--- config.mk ---
export PLATFORM = sky130hd
export DESIGN_NAME = acl_spi_responder
export DESIGN_NICKNAME = d
export VERILOG_FILES = /design/src/rtl/acl_spi_responder.sv
export SDC_FILE = /design/constraint.sdc
export NUM_CORES = 1
export LEC_CHECK = 0
export ABC_AREA = 1
export BUFFER_PORTS_ARGS = -buffer_cell sky130_fd_sc_hd__buf_2
export CAP_MARGIN = 20
export CORE_ASPECT_RATIO = 1.4
export CORE_MARGIN = 3
export CORE_UTILIZATION = 45
export DETAILED_ROUTE_END_ITERATION = 6
export PLACE_DENSITY = 0.65
export SETUP_SLACK_MARGIN = 0.3
export SYNTH_ARGS = -nofsm -noshare
export SYNTH_HDL_FRONTEND = slang
export SYNTH_SLANG_ARGS = --single-unit
--- constraint.sdc ---
create_clock -name clk -period 2.85 [get_ports clk]
set_clock_uncertainty 0.2 [all_clocks]
set_input_delay 0.7125 -clock clk [delete_from_list [all_inputs] [get_ports clk]]
set_output_delay 0.7125 -clock clk [all_outputs]
set_load 0.05 [all_outputs]
--- src/rtl/acl_spi_responder.sv ---
// SPI mode-0 slave that mimics the accelerometer register interface: ID registers,
// snapshotted axis data and two writable control registers, all oversampled on clk.
`timescale 1ns/1ps

module acl_spi_responder #(
    parameter logic [7:0] DEVID_AD   = 8'hAD,
    parameter logic [7:0] DEVID_MST  = 8'h1D,
    parameter logic [7:0] PARTID     = 8'hF2,
    parameter logic [7:0] FILTER_RST = 8'h13
) (
    input  logic        clk,
    input  logic        rst,
    input  logic        sclk,
    input  logic        cs,
    input  logic        mosi,
    output logic        miso,
    input  logic [11:0] x_data,
    input  logic [11:0] y_data,
    input  logic [11:0] z_data,
    output logic [7:0]  filter_ctl,
    output logic [7:0]  power_ctl,
    output logic        wr_strobe,
    output logic [5:0]  wr_addr,
    output logic [7:0]  wr_data,
    output logic        cmd_err
);

    typedef enum logic [2:0] {
        IDLE, CMD, ADDR_W, ADDR_R, DATA_W, DATA_R, IGNORE
    } state_t;

    localparam logic [7:0] CMD_WRITE = 8'h0A;
    localparam logic [7:0] CMD_READ  = 8'h0B;

    state_t      state_q, state_d;
    logic [2:0]  sclk_sync, cs_sync;
    logic [1:0]  mosi_sync;
    logic        sclk_rise, sclk_fall, cs_fall, cs_rise, mosi_bit;
    logic        bit_active, byte_done;
    logic [2:0]  bit_cnt;
    logic [6:0]  shift_q;
    logic [7:0]  rx_byte;
    logic [5:0]  addr_q, addr_next;
    logic [7:0]  tx_q, rd_data;
    logic [11:0] x_sh, y_sh, z_sh;
    logic        load_tx, write_fire, cmd_bad;

    // NOTE: synchronizer flops are deliberately not reset: they keep tracking the pins
    // through reset, so releasing rst mid-transaction cannot fabricate a CS edge.
    always_ff @(posedge clk) begin
        sclk_sync <= {sclk_sync[1:0], sclk};
        cs_sync   <= {cs_sync[1:0], cs};
        mosi_sync <= {mosi_sync[0], mosi};
    end

    assign sclk_rise = sclk_sync[1] & ~sclk_sync[2];
    assign sclk_fall = ~sclk_sync[1] & sclk_sync[2];
    assign cs_fall   = ~cs_sync[1] & cs_sync[2];
    assign cs_rise   = cs_sync[1] & ~cs_sync[2];
    assign mosi_bit  = mosi_sync[1];

    // A CS rise implies cs_sync[1]=1, so it always beats a coincident SCLK rise.
    assign bit_active = sclk_rise && !cs_sync[1] && (state_q != IDLE);
    assign byte_done  = bit_active && (bit_cnt == 3'd7);
    assign rx_byte    = {shift_q, mosi_bit};

    always_ff @(posedge clk) begin
        if (!rst) state_q <= IDLE;
        else      state_q <= state_d;
    end

    // NOTE: every always_comb output gets a default first so no latch is inferred.
    always_comb begin
        state_d = state_q;
        if (cs_rise) begin
            state_d = IDLE;
        end else begin
            case (state_q)
                IDLE:    if (cs_fall) state_d = CMD;
                CMD:     if (byte_done) begin
                             if (rx_byte == CMD_WRITE)     state_d = ADDR_W;
                             else if (rx_byte == CMD_READ) state_d = ADDR_R;
                             else                          state_d = IGNORE;
                         end
                ADDR_W:  if (byte_done) state_d = DATA_W;
                ADDR_R:  if (byte_done) state_d = DATA_R;
                default: state_d = state_q;
            endcase
        end
    end

    always_comb begin
        load_tx    = 1'b0;
        write_fire = 1'b0;
        cmd_bad    = 1'b0;
        addr_next  = addr_q;
        if (byte_done) begin
            case (state_q)
                CMD:    cmd_bad = (rx_byte != CMD_WRITE) && (rx_byte != CMD_READ);
                ADDR_W: addr_next = rx_byte[5:0];
                ADDR_R: begin
                    addr_next = rx_byte[5:0];
                    load_tx   = 1'b1;
                end
                DATA_W: begin
                    write_fire = 1'b1;
                    addr_next  = addr_q + 6'd1;
                end
                DATA_R: begin
                    load_tx   = 1'b1;
                    addr_next = addr_q + 6'd1;
                end
                default: ;
            endcase
        end
    end

    always_comb begin
        rd_data = 8'h00;
        case (addr_next)
            6'h00: rd_data = DEVID_AD;
            6'h01: rd_data = DEVID_MST;
            6'h02: rd_data = PARTID;
            6'h08: rd_data = x_sh[11:4];
            6'h09: rd_data = y_sh[11:4];
            6'h0A: rd_data = z_sh[11:4];
            6'h0E: rd_data = x_sh[7:0];
            6'h0F: rd_data = {{4{x_sh[11]}}, x_sh[11:8]};
            6'h10: rd_data = y_sh[7:0];
            6'h11: rd_data = {{4{y_sh[11]}}, y_sh[11:8]};
            6'h12: rd_data = z_sh[7:0];
            6'h13: rd_data = {{4{z_sh[11]}}, z_sh[11:8]};
            6'h2C: rd_data = filter_ctl;
            6'h2D: rd_data = power_ctl;
            default: rd_data = 8'h00;
        endcase
    end

    always_ff @(posedge clk) begin
        if (!rst) begin
            miso       <= 1'b0;
            filter_ctl <= FILTER_RST;
            power_ctl  <= 8'h00;
            wr_strobe  <= 1'b0;
            wr_addr    <= 6'h00;
            wr_data    <= 8'h00;
            cmd_err    <= 1'b0;
            bit_cnt    <= 3'd0;
            shift_q    <= 7'h00;
            addr_q     <= 6'h00;
            tx_q       <= 8'h00;
            x_sh       <= 12'h000;
            y_sh       <= 12'h000;
            z_sh       <= 12'h000;
        end else begin
            wr_strobe <= 1'b0;
            cmd_err   <= cmd_bad;
            addr_q    <= addr_next;

            if (cs_fall) begin
                x_sh <= x_data;
                y_sh <= y_data;
                z_sh <= z_data;
            end

            if (cs_rise || cs_fall) begin
                bit_cnt <= 3'd0;
            end else if (bit_active) begin
                bit_cnt <= bit_cnt + 3'd1;
                shift_q <= rx_byte[6:0];
            end

            if (write_fire) begin
                wr_strobe <= 1'b1;
                wr_addr   <= addr_q;
                wr_data   <= rx_byte;
                if (addr_q == 6'h2C) filter_ctl <= rx_byte;
                if (addr_q == 6'h2D) power_ctl  <= rx_byte;
            end

            // A fall right after a byte-completing rise sees bit_cnt=0 and re-drives tx[7].
            if (cs_rise) begin
                miso <= 1'b0;
            end else if (load_tx) begin
                tx_q <= rd_data;
                miso <= rd_data[7];
            end else if (state_q == DATA_R) begin
                if (sclk_fall) miso <= tx_q[3'd7 - bit_cnt];
            end else begin
                miso <= 1'b0;
            end
        end
    end

endmodule
# Yosys cells after proc, flatten, opt, wreduce, memory -nomap -nowiden
# Cells that the tools add are included.
# Widths: inputs -> output; s select.
[totals] elab_cells=104 ff_bits=104
[op_classes] n_lt_le_gt_ge=1 n_addsub=3 reduce_logical=21 n_bitwise=11 eq_ne=30 n_mux=20
[op_table] operator="$pmux 8 s14" count=1
[op_table] operator="$eq 6x4->1 const B" count=5
[op_table] operator="$eq 6x5->1 const B" count=4
[op_table] operator="$eq 6x6->1 const B" count=4
[op_table] operator="$mux 3" count=6
[op_table] operator="$eq 8x4->1 const B" count=2
[op_table] operator="$ne 8x4->1 const B" count=2
[op_table] operator="$pmux 3 s4" count=1
[op_table] operator="$pmux 6 s2" count=1
[op_table] operator="$reduce_or 2->1" count=5
[op_table] operator="$eq 3x3->1 const B" count=3
[op_table] operator="$mux 1" count=9
[op_table] operator="$ne 2x2->1 const B" count=4
[op_table] operator="$reduce_and 2->1" count=4
[op_table] operator="$not 1->1" count=7
[op_table] operator="$add 6x1->6 const B" count=1
[op_table] operator="$eq 3x2->1 const B" count=2
[op_table] operator="$eq 6x1->1 const B" count=1
[op_table] operator="$eq 6x2->1 const B" count=1
[op_table] operator="$logic_not 6->1" count=1
[op_table] operator="$mux 6" count=1
[op_table] operator="$reduce_and 5->1" count=1
[op_table] operator="$and 1x1->1" count=4
[op_table] operator="$logic_and 1x1->1" count=4
[op_table] operator="other kinds (12)" count=12

# Depth between registers and ports, before layout
[depth] ltp_word=9 ltp_mapped=16 depth_no_buf=15

# Worst setup path after synthesis
# OpenSTA, ideal clock, no wires.
[synth_timing] kind="register to register" start="reg state_q[1]" end="reg tx_q[4]" path_buffers=1 synth_period_minus_slack_ns=2.392 arrival_time_ns=2.058 stages_incl_launch_ff=15 setup_slack_ns=0.458 setup_time_ns=0.134 t_required_ns=2.516 path_cell_list="dfxtp_1 > inv_1 > ha_1 > nand4_4 > buf_6 > nor2_1 > nor2_4 > nand2_1 > nor2_2 > nand3_1 > nand2_1 > nor2_1 > nand3_1 > nand2_1 > a21oi_2"
[synth_via] elab_chain_len=6 elab_cells_between_ends=30 cone_classes="eq/ne: 17; mux: 5; reduce/logical: 8"
[synth_rtl] element="from (decl)" line="35" source="state_t state_q, state_d;"
[synth_rtl] element="from (signal assigned)" line="69" source="else state_q <= state_d;"
[synth_rtl] element="$eq 3x3->1, or another cell as far along" line="98" source="case (state_q)"
[synth_rtl] element="$reduce_or 2->1 (no line) / $logic_and 1x1->1 (equally long branches)"
[synth_rtl] element="$pmux 6 s2 / $logic_and 1x1->1 (equally long branches)" line="98, 64"
[synth_rtl] element="$mux 6" line="97" source="if (byte_done) begin"
[synth_rtl] element="$eq 6x6->1, or another cell as far along" line="120" source="case (addr_next)"
[synth_rtl] element="$pmux 8 s14" line="120"
[synth_rtl] element="to (signal assigned)" line="185" source="tx_q <= rd_data;"
[synth_rtl] element="to (decl)" line="44" source="logic [7:0] tx_q, rd_data;"
# Parallel ways exist; a longest one is shown, timed or not.
# A chain may end at the register's enable or synchronous reset.

# Final worst setup path
[layout_timing] start="reg state_q[2]" end="reg miso"
[layout_via] elab_chain_len=7 elab_cells_between_ends=32 cone_classes="eq/ne: 18; mux: 7; reduce/logical: 7"
[layout_rtl] element="$eq 3x3->1, or another cell as far along" line="98, 187"
[layout_rtl] element="$reduce_or 2->1 (no line) / $logic_and 1x1->1 (equally long branches)"
[layout_rtl] element="$pmux 6 s2 / $logic_and 1x1->1 (equally long branches)" line="98, 64"
[layout_rtl] element="$mux 6" line="97"
[layout_rtl] element="$eq 6x6->1, or another cell as far along" line="120"
[layout_rtl] element="$pmux 8 s14" line="120"
[layout_rtl] element="$mux 1" line="184" source="end else if (load_tx) begin"
[layout_rtl] element="to (signal assigned)" line="186" source="miso <= rd_data[7];"
[layout_rtl] element="to (signal assigned)" line="188" source="if (sclk_fall) miso <= tx_q[3'd7 - bit_cnt];"
[layout_rtl] element="to (decl)" line="16" source="output logic miso,"
# Parallel ways exist; a longest one is shown, timed or not.

==> impl_metrics.toml <==
[clocking]
cts_tree = "done"
cts_buffers = 9
clock_sinks = 104
clock_path_buffers = 2
clk_latency_ns = 0.35
cts_root_buf = "clkbuf_16"
clkSlewWorstSetupHoldPaths_ns = 0.07
htreeDepth = 3
ctsHoldBuffers = 0

[route]
vias = 5006
antenna_left = 0
drc = 0
vias_per_cell = 5.38
first_pass_iters = 5
wl_um = 15800
wl_per_cell_um = 16.9
drt_iter0_drc = 249

[cells_and_area]
nFillCells = 1011
most-common-layout-cells = "126 x nor2_1, 99 x dfxtp_1, 88 x nand2_1, 82 x nand3_1, 73 x buf_2"
finalNonFillerCells = 931
regArea_um2 = 2100
diodes = 0
drive_above_1_share = 0.270
final_common_cell = "nor2_1"
syn_to_final_growth_pct = 27.8
final_core_util = 0.603
fin_nets = 839
multi_input_area_um2 = 2840

[sta]
holdWs_ns = 0.131
max_freq_mhz = 389
setup_tns_ns = 0
tightest_slew_ns = 0.585
fin_crit_sh = 0.903
period_minus_slack_ns = 2.57
relSlewSlack = 0.607
slew_viol_final = 0
rsz0062_at_grt = "true"
setup_viol = 0
hold_viol = 0

[die]
start_util = 0.472
io_pins = 74
num_rows = 44
die_x_um = 95.0
dieArea_um2 = 12400
dieHeight_um = 131
core_um2 = 10600

[run_status]
status = "complete, no violations"

[synth]
netlist_area_um2 = 4990
ys_seq_elements = 104
ys_seq_area_frac = 0.417
synth_cell_types = 37
yosysWarnings = 0
syn_inst = 689
syn-num-nets = 740
syn_avg_cell_area_um2 = 7.24

[pwr]
p_per_area_nw_per_um2 = 494
power.leakage_nw = 2.79
ir_drop_v = 0.000287

[global_routing]
grt_pass1_wl_um = 24100
grt_max_degree = 39
grt_usage = 0.255
overflow = 0
grt_pass1_vias = 4658
grt_antenna_before_repair = 0

[critical_path]
critPathArrivalTime_ns = 2.65
cp_max_fo = 7
cp_slowest_cell = "dfxtp_4"
crit_required_ns = 2.93
crit_type = "reg2reg"
r2r-start = "state_q[2]"
critPathLaunchType = "flop"
path_cells = "inv_8 > ha_4 > nand4_4 > buf_6 > o21ai_4 > nand2_4 > buf_4 > nor2_4 > nand3_1 > nand3_1 > nor2_2 > nand3_2 > nand2_1 > a21oi_1"
max_stage_delay_ns = 0.39
critPathLaunch = "state_q[2]"
path_common_cell = "nand3_1"
cp-end-kind = "flop"

[placed_design]
post-place-cells = 898
port_buffers = 73
dpl.hpwl_um = 11600
place.gp.congestion = 0.905

[hold_path]
hp-class = "reg2reg"
hold_start = "sclk_sync[0]"

[flow_run]
drv.max_cap_violation_count = 0
## cell usage after synthesis, drive strengths merged
library cell  instances  area [um2]
a21oi                47         262
a311oi                1        8.76
o21a                  1        7.51
nor3                  2        10.0
o21ai                85         455
or2                   1        6.26
nand2               104         450
nand4                 5        46.3
inv                  44         165
o211ai                4        30.0
o41ai                 1        8.76
nor4                  1        6.26
nand3                90         455
a21boi                1        7.51
ha                   10         125
a31oi                 1        6.26
o32ai                 2        17.5
clkbuf               17        63.8
buf                  13        67.6
dfxtp               104        2080
nor2                148         656
a211oi                5        37.5
and3                  2        12.5
## state kept, by name, indices dropped and copies added (netlist names)
name        cells
tx_q            8
power_ctl       8
bit_cnt         3
cs_sync         3
mosi_sync       2
cmd_err         1
wr_strobe       1
y_sh           12
shift_q         7
addr_q          6
x_sh           12
miso            1
sclk_sync       3
z_sh           12
wr_addr         6
wr_data         8
filter_ctl      8
state_q         3
## metrics by stage
step / power, mW / instance area (um2) / setup slack [ns]
after global placement: 1.89 / 5630 / 0.0477
final: 3.15 / 6370 / 0.277
after detailed placement: 1.90 / 5630 / 0.0328
after CTS: 3.14 / 6080 / 0.305
after global routing: 3.28 / 6370 / 0.165
after floorplan: 1.78 / 4990 / 0.458
## cell type report
type | count | share of cell area
multi-input cells | 513 | 0.446
repair buffers | 116 | 0.124
flip-flops and latches | 104 | 0.329
clock inverters | 6 | 0.00805
well taps | 138 | 0.0271
clock buffers | 10 | 0.0375
inverters | 44 | 0.0275
## cells by family after synthesis
group	after synthesis	share of synthesized area
simple gates	353	0.329
compound gates	148	0.169
flops	104	0.417
buf+inv	74	0.0595
fa+ha+maj	10	0.0251
## power by group
part           internal [mW]  switching, mW
Clock                  0.629          0.574
Combinational          0.147          0.232
Sequential              1.51         0.0575
Total                   2.28          0.863
## worst max-delay path: cells and delay by family (launching register included)
kind | cells | cell delay (ns)
AOI/OAI and AO/OA | 2 | 0.33
and+or+nand+nor | 8 | 0.85
adders and majority gates | 1 | 0.30
buffers and inverters | 3 | 0.43
DFF | 1 | 0.39
## layer usage
layer  share of wire  vias up  global-route usage
met2            0.54      133               0.468
met5               0        -                   0
li1                -     2500                   -
met1            0.39     2342               0.291
met3           0.042       31              0.0378
met4           0.034        0               0.107
## what timing repair did
action	in CTS	in global routing
pin swaps	8	14
setup endpoints to repair	9	11
gates resized for setup	29	39
cloned	2	1
setup buffers	3	11
## path summary, 6_finish.rpt
path / endpoint / slack (ns) / cells past startpoint
max reg2reg: miso / 0.28 / 14
max: miso / 0.28 / 14
min: sclk_sync[1] / 0.13 / 0
min reg2reg: sclk_sync[1] / 0.13 / 0
(Power assumes the default switching activity.)
